## config.mk

```make
export PLATFORM = sky130hd
export DESIGN_NAME = reg_writeback_flat
export DESIGN_NICKNAME = d
export VERILOG_FILES = /design/src/rtl/reg_writeback_if.sv /design/src/rtl/reg_writeback.sv /design/src/flat_wrapper.sv
export SDC_FILE = /design/constraint.sdc
export NUM_CORES = 1
export LEC_CHECK = 0
export ABC_CLOCK_PERIOD_IN_PS = 3700
export BUFFER_PORTS_ARGS = -buffer_cell sky130_fd_sc_hd__buf_2
export CAP_MARGIN = 30
export CORE_MARGIN = 2
export CORE_UTILIZATION = 30
export DETAILED_ROUTE_END_ITERATION = 12
export GPL_TIMING_DRIVEN = 0
export PLACE_DENSITY_LB_ADDON = 0.05
export SYNTH_ARGS = -nofsm -noshare
export SYNTH_HDL_FRONTEND = slang
export SYNTH_SLANG_ARGS = --single-unit
```

## constraint.sdc

```tcl
create_clock -name CLK -period 3.7 [get_ports CLK]
set_input_delay 0.185 -clock CLK [delete_from_list [all_inputs] [get_ports CLK]]
set_output_delay 0.185 -clock CLK [all_outputs]
set_load 0.02 [all_outputs]
```

## src/rtl/reg_writeback_if.sv

```systemverilog
// Register-writeback bus: ALU and load write requests, issue/hazard-check
// signals and the register-file write port.
interface reg_writeback_if;
    logic        alu_valid;
    logic [4:0]  alu_rd;
    logic [31:0] alu_data;
    logic        ld_valid;
    logic [4:0]  ld_rd;
    logic [31:0] ld_data;
    logic        ld_ready;
    logic        issue_valid;
    logic [4:0]  issue_rd;
    logic [4:0]  chk_rs1;
    logic [4:0]  chk_rs2;
    logic        stall;
    logic [4:0]  A3;
    logic        WE3;
    logic [31:0] WD3;

    modport master (
        output alu_valid, alu_rd, alu_data,
        output ld_valid, ld_rd, ld_data,
        output issue_valid, issue_rd, chk_rs1, chk_rs2,
        input  ld_ready, stall, A3, WE3, WD3
    );

    modport slave (
        input  alu_valid, alu_rd, alu_data,
        input  ld_valid, ld_rd, ld_data,
        input  issue_valid, issue_rd, chk_rs1, chk_rs2,
        output ld_ready, stall, A3, WE3, WD3
    );
endinterface

```

## src/rtl/reg_writeback.sv

```systemverilog
// Writeback arbiter: ALU results take priority over a 2-entry in-order load
// FIFO; one registered write per cycle to the register file. A pending-write
// scoreboard drives the hazard stall.
module reg_writeback (
    input logic           CLK,
    input logic           reset_n,
    reg_writeback_if.slave bus
);
    logic [4:0]  fifo_rd   [2];
    logic [31:0] fifo_data [2];
    logic        rd_ptr;
    logic        wr_ptr;
    logic [1:0]  count;
    logic [31:0] pending;

    logic        we3_q;
    logic [4:0]  a3_q;
    logic [31:0] wd3_q;

    logic        ld_ready;
    logic        ld_acc;
    logic        enq;
    logic        alu_go;
    logic        deq;
    logic [31:0] set_mask;
    logic [31:0] clr_mask;
    logic [31:0] pending_next;

    // Handshake, arbitration and scoreboard masks for this cycle.
    always_comb begin
        ld_ready = reset_n && (count != 2'd2);
        ld_acc   = bus.ld_valid && ld_ready;
        // Loads to x0 are accepted but never occupy a FIFO slot.
        enq      = ld_acc && (bus.ld_rd != 5'd0);
        // ALU writes to x0 are dropped and do not hold off the FIFO.
        alu_go   = bus.alu_valid && (bus.alu_rd != 5'd0);
        deq      = !alu_go && (count != 2'd0);

        clr_mask = 32'd0;
        if (alu_go)
            clr_mask = 32'd1 << bus.alu_rd;
        else if (deq)
            clr_mask = 32'd1 << fifo_rd[rd_ptr];

        set_mask = 32'd0;
        if (bus.issue_valid)
            set_mask = 32'd1 << bus.issue_rd;

        // Set is applied after clear so a same-cycle reissue keeps the bit.
        pending_next = ((pending & ~clr_mask) | set_mask) & ~32'd1;
    end

    // FIFO pointers and occupancy; reset discards any queued loads.
    always_ff @(posedge CLK) begin
        if (!reset_n) begin
            rd_ptr <= 1'b0;
            wr_ptr <= 1'b0;
            count  <= 2'd0;
        end else begin
            if (enq) wr_ptr <= ~wr_ptr;
            if (deq) rd_ptr <= ~rd_ptr;
            count <= count + {1'b0, enq} - {1'b0, deq};
        end
    end

    // FIFO storage; contents are only meaningful below the occupancy count.
    always_ff @(posedge CLK) begin
        if (enq) begin
            fifo_rd[wr_ptr]   <= bus.ld_rd;
            fifo_data[wr_ptr] <= bus.ld_data;
        end
    end

    // Registered write port; address and data hold when no write is emitted.
    always_ff @(posedge CLK) begin
        if (!reset_n) begin
            we3_q <= 1'b0;
            a3_q  <= 5'd0;
            wd3_q <= 32'd0;
        end else if (alu_go) begin
            we3_q <= 1'b1;
            a3_q  <= bus.alu_rd;
            wd3_q <= bus.alu_data;
        end else if (deq) begin
            we3_q <= 1'b1;
            a3_q  <= fifo_rd[rd_ptr];
            wd3_q <= fifo_data[rd_ptr];
        end else begin
            we3_q <= 1'b0;
        end
    end

    // Pending-write scoreboard, cleared on the edge the write is emitted.
    always_ff @(posedge CLK) begin
        if (!reset_n) pending <= 32'd0;
        else          pending <= pending_next;
    end

    // Drive the interface outputs.
    always_comb begin
        bus.ld_ready = ld_ready;
        bus.stall    = pending[bus.chk_rs1] | pending[bus.chk_rs2];
        bus.WE3      = we3_q;
        bus.A3       = a3_q;
        bus.WD3      = wd3_q;
    end
endmodule
```

## src/flat_wrapper.sv

```systemverilog
// flat-port wrapper written by rule: the top's interface ports become plain ports
module reg_writeback_flat 
  (CLK, reset_n, bus_alu_valid, bus_alu_rd, bus_alu_data, bus_ld_valid, bus_ld_rd, bus_ld_data, bus_issue_valid, bus_issue_rd, bus_chk_rs1, bus_chk_rs2, bus_ld_ready, bus_stall, bus_A3, bus_WE3, bus_WD3);
  reg_writeback_if bus_i ();
  input logic CLK;
  input logic reset_n;
  input wire logic [$bits(bus_i.alu_valid)-1:0] bus_alu_valid;
  input wire logic [$bits(bus_i.alu_rd)-1:0] bus_alu_rd;
  input wire logic [$bits(bus_i.alu_data)-1:0] bus_alu_data;
  input wire logic [$bits(bus_i.ld_valid)-1:0] bus_ld_valid;
  input wire logic [$bits(bus_i.ld_rd)-1:0] bus_ld_rd;
  input wire logic [$bits(bus_i.ld_data)-1:0] bus_ld_data;
  input wire logic [$bits(bus_i.issue_valid)-1:0] bus_issue_valid;
  input wire logic [$bits(bus_i.issue_rd)-1:0] bus_issue_rd;
  input wire logic [$bits(bus_i.chk_rs1)-1:0] bus_chk_rs1;
  input wire logic [$bits(bus_i.chk_rs2)-1:0] bus_chk_rs2;
  output wire logic [$bits(bus_i.ld_ready)-1:0] bus_ld_ready;
  output wire logic [$bits(bus_i.stall)-1:0] bus_stall;
  output wire logic [$bits(bus_i.A3)-1:0] bus_A3;
  output wire logic [$bits(bus_i.WE3)-1:0] bus_WE3;
  output wire logic [$bits(bus_i.WD3)-1:0] bus_WD3;
  assign bus_i.alu_valid = bus_alu_valid;
  assign bus_i.alu_rd = bus_alu_rd;
  assign bus_i.alu_data = bus_alu_data;
  assign bus_i.ld_valid = bus_ld_valid;
  assign bus_i.ld_rd = bus_ld_rd;
  assign bus_i.ld_data = bus_ld_data;
  assign bus_i.issue_valid = bus_issue_valid;
  assign bus_i.issue_rd = bus_issue_rd;
  assign bus_i.chk_rs1 = bus_chk_rs1;
  assign bus_i.chk_rs2 = bus_chk_rs2;
  assign bus_ld_ready = bus_i.ld_ready;
  assign bus_stall = bus_i.stall;
  assign bus_A3 = bus_i.A3;
  assign bus_WE3 = bus_i.WE3;
  assign bus_WD3 = bus_i.WD3;
  reg_writeback u_core (.CLK(CLK), .reset_n(reset_n), .bus(bus_i));
endmodule
```

==> flow_metrics.tcl, run 1 <==
set metrics [dict create \
    grt_max_degree 30 \
    fill_cells 2255 \
    clk_latency_ps 420 \
    cp.depth 6 \
    route.detailed.drc 0 \
    synth_edf_count 74 \
    die_area_um2 24200 \
    drt-pass1-iter-count 4 \
    tightest_slew_ps 807 \
    holdPathStages 3 \
    crit_slowest_cell "mux2i_2" \
    p_leak_nw 3.25 \
    avgRoutedWirePerCell_um 18.8 \
    worstPathArrival_ps 2450 \
    ctsRootBufferMaster "clkbuf_16" \
    final_layout_size_suffix_gt1_share_pct 24.2 \
    synth.net_count 722 \
    comb_power_share_pct 26.8 \
    p_sw_mw 1.65 \
    netlist_instances 626 \
    cts_sinks 148 \
    cts_resized 0 \
    antenna_cells 0 \
    path_cells "buf_6 > mux2i_2 > nand2_1 > or2_2 > o221ai_1 > a21boi_1" \
    swShare_pct 32.6 \
    num_rows 55 \
    io_pins 134 \
    synth_top_flop_cell "edfxtp_1" \
    p_int_mw 3.41 \
    finalHoldViolCount 0 \
    worstSetupEndpointType "flip-flop" \
    die_h_um 155 \
    min_path_type "in -> reg" \
    io_buffers 124 \
    seqCellArea_um2 3700 \
    fin_nets 906 \
    place_hpwl_um 15300 \
    ys_seq_area_share_pct 53.8 \
    rsz0062_at_grt "false" \
    crit_buf_inv 1 \
    crit_path_max_incr_delay_ps 690 \
    ys_async_sr_fraction_pct 0 \
    cap_viol_max_count 0 \
    power.share.sequential_pct 38.8 \
    via_per_inst 5.01 \
    antenna_found_initial 1 \
    clk_path_buf_depth 2 \
    placed_area_um2 7910 \
    cp.required_ps 4000 \
    final_area_um2 8890 \
    gp_congestion 0.839 \
    multi_input_area_um2 2990 \
    reg2reg_depth 6 \
    slew_headroom_pct 45.5 \
    ys_ff_latch 148 \
    grt_pass1_wl_um 32100 \
    drtIter0Drc 468 \
    peakVddDrop_v 0.000304 \
    clkPwrFrac_pct 34.5 \
    synth_cell_types 47 \
    htreeDepth 4 \
    syn2layout_area_growth_pct 29.2 \
    path_clk_slew_ps 70 \
    pwr_density_cell_nw_per_um2 569 \
    slew_violations 0 \
    yosys_warnings 0 \
    grt_use_total_pct 17.6 \
    syn-cell-area_um2 6890 \
    final_common_cell "buf_2" \
    core_area_um2 22600 \
    grt_pass1_vias 5604 \
    dieWidth_um 155 \
    cp_max_fo 10 \
    cts_buffers 17 \
    stdcell_count 1108 \
    clock-skew-final_ps 8.45 \
    critPathTopFamily "multiplexers" \
    overflow 0 \
    syn_area_per_cell_um2 11.0 \
    vias 5551 \
    start_kind "flip-flop" \
    status "completed" \
    cts_tree "yes" \
    fin_setup_tns_ps 0 \
    final_cell_mix "buf_2, dfxtp_1, edfxtp_1" \
    post-route-min-period_ps 2140 \
    wirelength_um 20900 \
    period_share_pct 57.9 \
    setup_viol 0 \
    dp.cells 1037 \
    initial_core_util_pct 30.5 \
    critical_path_class "reg -> reg" \
    ant_nets 0 \
    max_freq_ghz 0.466 \
]
[state kept, by name, summed over array words and instances (netlist names), named ones only]
signal,flops
u_core.fifo_data,64
u_core.bus.WD3,32
u_core.pending,31
u_core.fifo_rd,10
u_core.bus.A3,5
u_core.count,2
u_core.bus.WE3,1
u_core.rd_ptr,1
u_core.wr_ptr,1
[worst paths after layout]
kind                     startpoint                 end  slack [ps]
setup / recovery          flip-flop   u_core.pending[2]        1560
hold / removal     bus_alu_data[26]  u_core.bus.WD3[26]          20
setup reg to reg          flip-flop   u_core.pending[2]        1560
hold reg to reg   u_core.pending[5]   u_core.pending[5]         530
[kinds of logic (layout without fill, tap and decap cells)]
group,Yosys count,in the layout,synth area share (%)
buffers and inverters,48,245,2.93
AO/OA/AOI/OAI,171,171,16.6
multiplexers,59,59,11.3
adder cells (fa/ha/maj),2,2,0.363
XOR/XNOR,3,3,0.382
AND/OR/NAND/NOR,195,195,14.6
flip-flops,148,148,53.8
[power by group through the flow]
stage | combinational, mW | sequential (mW) | clock, mW
final | 1.35 | 1.96 | 1.74
after global routing | 1.50 | 1.98 | 1.86
after CTS | 1.38 | 1.96 | 1.79
after detailed placement | 1.34 | 2.00 | 0
after global placement | 1.32 | 2.00 | 0
after floorplan | 0.781 | 2.10 | 0
[stage by stage]
step	worst slack [ps]	utilization [%]	power, mW	hold slack [ps]
2_1_floorplan	322	-	2.88	284
3_3_place_gp	-698	34.8	3.32	375
3_5_place_dp	1490	35.0	3.34	377
4_1_cts	1550	39.4	5.13	0.502
5_1_grt	1370	39.4	5.34	3.84
6_report	1560	39.4	5.06	17.5
[repair_timing]
action / CTS / global route
setup buffers: 0 / 0
hold buffers: 39 / 0
hold endpoints to repair: 76 / 0
[worst reg2reg max path: stages, from the launching register on]
cell      delay (ps)
dfxtp_1          380
buf_6            190
mux2i_2          690
nand2_1          160
or2_2            330
o221ai_1         200
a21boi_1         100
[area by class of cell]
cell class / count / area share (%)
plain buffers: 43 / 2.05
clock buffers: 19 / 4.98
clock inverters: 13 / 1.67
inverters: 5 / 0.211
multi-input cells: 430 / 33.6
flip-flops and latches: 148 / 41.6
well taps: 285 / 4.01
repair buffers: 165 / 11.8
[synth_stat cells, types with 9 or more instances]
master / number / area (um2)
nand3_1: 11 / 55.1
o211ai_1: 14 / 105
buf_2: 11 / 55.1
nor2b_1: 43 / 269
nand2_1: 34 / 128
mux2i_1: 39 / 390
nor2_1: 64 / 240
nor3_1: 9 / 45.0
a211oi_1: 35 / 263
a21oi_1: 54 / 270
a21boi_0: 15 / 113
mux4_2: 13 / 293
o21a_1: 18 / 135
clkbuf_1: 31 / 116
o21ai_0: 15 / 75.1
dfxtp_1: 74 / 1480
edfxtp_1: 74 / 2220
[metal layers]
| layer | part of all wire, % | track usage (%) | up-vias |
|---|---|---|---|
| met4 | 0.69 | 4.19 | 0 |
| met1 | 47 | 23.8 | 2697 |
| li1 | - | - | 2690 |
| met5 | 0 | 0 | - |
| met2 | 48 | 28.8 | 148 |
| met3 | 5.0 | 4.04 | 16 |
Power figures use the tool's default switching activity.
==> run 2, diff against run 1 <==
Settings changed: ABC_CLOCK_PERIOD_IN_PS 3700 to 2200.
Clock period 3.7 ns to 2.2 ns, I/O delays scaled along.
==> flow_metrics.tcl, run 2 (synthesis gave the netlist of run 1 again) <==
set metrics [dict create \
    status "completed" \
    ant_nets 0 \
    p_total_mw 8.63 \
    start_kind "flip-flop" \
    core_area_um2 22600 \
    largest_register "u_core.fifo_data" \
    drt-pass1-iter-count 4 \
    dieWidth_um 155 \
    final_common_cell "buf_2" \
    slew_violations 0 \
    grt_use_total_pct 17.7 \
    peakVddDrop_v 0.000474 \
    critical_path_class "reg -> out" \
    tightest_slew_ps 727 \
    slew_headroom_pct 50.9 \
    finalHoldViolCount 0 \
    io_buffers 124 \
    final_cell_mix "buf_2, dfxtp_1, edfxtp_1" \
    fill_cells 2273 \
    via_per_inst 4.97 \
    fin_nets 936 \
    post-route-min-period_ps 2090 \
    vias 5659 \
    antenna_cells 0 \
    setup_ws_ps 108 \
    grt_pass1_vias 5754 \
    post_cts_buffers 0 \
    worstPathArrival_ps 1980 \
    syn2layout_area_growth_pct 34.1 \
    die_area_um2 24200 \
    ctsRootBufferMaster "clkbuf_16" \
    initial_core_util_pct 30.5 \
    htreeDepth 4 \
    fin_setup_tns_ps 0 \
    cts_tree "yes" \
    largest_reg_flops 64 \
    avgRoutedWirePerCell_um 18.4 \
    setup_viol 0 \
    max_freq_ghz 0.478 \
    place_hpwl_um 15400 \
    cap_viol_max_count 0 \
    gp_congestion 0.832 \
    dp.cells 1037 \
    route.detailed.drc 0 \
    num_rows 55 \
    p_leak_nw 3.40 \
    antenna_found_initial 1 \
    pwr_density_cell_nw_per_um2 935 \
    clk_path_buf_depth 2 \
    period_share_pct 95.1 \
    rsz0062_at_grt "false" \
    drtIter0Drc 305 \
    multi_input_area_um2 3010 \
    io_pins 134 \
    grt_pass1_wl_um 32500 \
    die_h_um 155 \
    min_path_type "in -> reg" \
    dp_slack_ps 68.7 \
    worstSetupEndpointType "primary output" \
    cts_sinks 148 \
    cp_max_fo 3 \
    cts_buffers 17 \
    final_layout_size_suffix_gt1_share_pct 23.6 \
    grt_max_degree 31 \
    stdcell_count 1138 \
    overflow 0 \
    seqCellArea_um2 3700 \
    clock-skew-final_ps 9.66 \
    cp.required_ps 2090 \
    path_clk_slew_ps 60 \
    wirelength_um 21000 \
    clk_latency_ps 420 \
]
==> run 2: report_power, final <==
part,internal (mW),leakage [nW],total (mW),switching [mW]
registers,3.18,1.28,3.31,0.127
clock network,1.80,0.290,3.00,1.20
logic,0.891,1.82,2.32,1.43
==> run 2: worst paths after layout <==
path	from	endpoint	slack, ps	depth (start not counted)
max	u_core.pending[23]	bus_stall	110	5
min	bus_alu_rd[0]	u_core.bus.A3[0]	70	3
max reg2reg	flip-flop	u_core.pending[1]	160	6
min reg2reg	u_core.pending[15]	u_core.pending[15]	510	2
==> run 2: through the flow <==
| stage | instance area, um2 | util, % | hold WS [ps] |
|---|---|---|---|
| 2_1_floorplan | 6890 | - | 209 |
| 3_3_place_gp | 7870 | 34.9 | 299 |
| 3_5_place_dp | 7920 | 35.1 | 301 |
| 4_1_cts | 9210 | 40.8 | 47.8 |
| 5_1_grt | 9230 | 40.9 | 75.6 |
| 6_report | 9230 | 40.9 | 72.4 |
==> run 2: cell type report <==
class                      count  share of cell area [%]
buffer                        42                    1.95
clock buffer                  18                    4.65
sequential                   148                    40.1
inverter                       5                   0.203
timing repair buffer         195                    14.7
multi-input combinational    431                    32.6
tap                          285                    3.86
clock inverter                14                    1.90
==> run 2: per-layer routing <==
layer | GRT usage [%] | up-vias | part of all wire [%]
li1 | - | 2757 | -
met5 | 0 | - | 0.033
met3 | 4.26 | 18 | 5.2
met2 | 29.6 | 150 | 49
met4 | 4.37 | 2 | 1.3
met1 | 23.1 | 2732 | 45
==> run 2: what timing repair did <==
| item | in CTS | in global routing |
|---|---|---|
| hold endpoints to repair | 106 | 0 |
| gates resized for setup | 0 | 4 |
| hold buffers | 69 | 0 |
| setup endpoints to repair | 0 | 54 |
==> run 2: critical path: stages, from the launching register on <==
cell and delay (ps):
dfxtp_1 350, mux4_2 470, mux2_2 270, a21oi_1 190
o211ai_1 130, buf_2 180
==> run 3, diff against run 2 <==
Settings changed: REMOVE_ABC_BUFFERS set to 1.
==> flow_metrics.tcl, run 3 (synthesis gave the netlist of run 1 again) <==
set metrics [dict create \
    critical_path_class "reg -> reg" \
    crit_slowest_cell "dfxtp_1" \
    cp.required_ps 2310 \
    peakVddDrop_v 0.000584 \
    route.detailed.drc 0 \
    placed_area_um2 7890 \
    dieWidth_um 155 \
    worstPathArrival_ps 2170 \
    syn2layout_area_growth_pct 33.3 \
    avgRoutedWirePerCell_um 17.3 \
    io_buffers 133 \
    num_rows 55 \
    place_hpwl_um 13400 \
    cts_sinks 148 \
    ctsRootBufferMaster "clkbuf_16" \
    status "completed" \
    slew_violations 0 \
    gp_congestion 0.829 \
    worst_hold_slack_ps 40.7 \
    final_layout_size_suffix_gt1_share_pct 24.7 \
    clock-skew-final_ps 9.48 \
    post-route-min-period_ps 2060 \
    wirelength_um 19200 \
    cp_max_fo 28 \
    htreeDepth 4 \
    grt_pass1_wl_um 29900 \
    vias 5516 \
    grt_use_total_pct 16.1 \
    largest_register "u_core.fifo_data" \
    pwr_density_cell_nw_per_um2 911 \
    grt_pass1_vias 5590 \
    antenna_cells 0 \
    setup_ws_ps 140 \
    antenna_found_initial 0 \
    grt_max_degree 51 \
    crit_path_max_incr_delay_ps 420 \
    p_total_mw 8.37 \
    initial_core_util_pct 30.5 \
    worstSetupEndpointType "flip-flop" \
    final_area_um2 9180 \
    p_leak_nw 3.36 \
    clk_path_buf_depth 2 \
    path_cells "inv_1 > a21boi_0 > o211a_1 > nor2b_4 > buf_12" \
    core_area_um2 22600 \
    finalHoldViolCount 0 \
    dp_slack_ps -294 \
    min_path_type "in -> reg" \
    post_cts_buffers 0 \
    path_clk_slew_ps 60 \
    tightest_slew_ps 650 \
    fin_setup_tns_ps 0 \
    fin_nets 908 \
    die_h_um 155 \
    setup_viol 0 \
    final_cell_mix "buf_2, edfxtp_1, dfxtp_1" \
    max_freq_ghz 0.485 \
    start_kind "flip-flop" \
    final_common_cell "buf_2" \
    cts_buffers 17 \
    ant_nets 0 \
    cts_tree "yes" \
    crit_buf_inv 2 \
    overflow 0 \
    clk_latency_ps 420 \
    largest_reg_flops 64 \
    slew_headroom_pct 56.3 \
    critPathTopFamily "compound AO/OA/AOI/OAI gates" \
    period_share_pct 93.7 \
    io_pins 134 \
    cap_viol_max_count 0 \
    die_area_um2 24200 \
    drtIter0Drc 236 \
    via_per_inst 4.97 \
    drt-pass1-iter-count 5 \
    rsz0062_at_grt "false" \
]
run 3: cell types whose count changed in the layout (fill, tap and decap cells not counted), sizes merged:
cell,before,now
inv,10,9
nor2b,44,43
or2,4,5
buf,138,140
clkinvlp,2,5
bufinv,3,1
clkbuf,48,20
clkinv,4,2
run 3: worst min-delay path: cells and delay by family:
kind / cells / cell delay, ps
and+or+nand+nor: 1 / 70
buffers and inverters: 1 / 160
AOI/OAI and AO/OA: 1 / 70
run 3: area by class of cell:
class	count	area (um2)
Multi-Input combinational cell	431	3040
Clock inverter	12	123
Sequential cell	148	3710
Tap cell	285	357
Fill cell	2245	13400
Clock buffer	20	437
Inverter	5	18.8
Timing Repair Buffer	209	1500
run 3: repair_timing:
action / 4_1_cts / 5_1_grt
pin swaps: 0 / 2
resized for setup: 5 / 2
endpoints found under the setup margin: 28 / 9
hold buffers: 69 / 0
gates cloned: 0 / 1
endpoints found under the hold margin: 106 / 0
run 3: metrics by stage:
stage | util (%) | instances
finish | 40.7 | 1110
global route | 40.7 | 1110
CTS | 40.6 | 1109
detailed placement | 34.9 | 1008
global placement | 34.2 | 1001
floorplan | - | 583
run 3: path summary, 6_finish.rpt:
check / end / slack [ps] / start / depth (start not counted)
min reg2reg: u_core.pending[15] / 530 / u_core.pending[15] / 2
max reg2reg: u_core.fifo_data[0][23] / 140 / u_core.count[0] / 5
min: u_core.bus.A3[0] / 40 / bus_alu_rd[0] / 3
max: u_core.fifo_data[0][23] / 140 / u_core.count[0] / 5
run 3: power by group:
part	switching (mW)	leakage [nW]	total [mW]	internal, mW
Sequential	0.191	1.28	3.37	3.18
Combinational	1.31	1.82	2.22	0.918
Clock	1.19	0.256	2.77	1.58
Total	2.69	3.36	8.37	5.68
run 3: routing by layer:
layer  part of all wire (%)  GRT usage (%)  up-vias
met3                    5.8           4.15       23
li1                       -              -     2700
met4                    1.4           5.29        0
met1                     45           20.8     2633
met5                      0              0        -
met2                     48           26.3      160
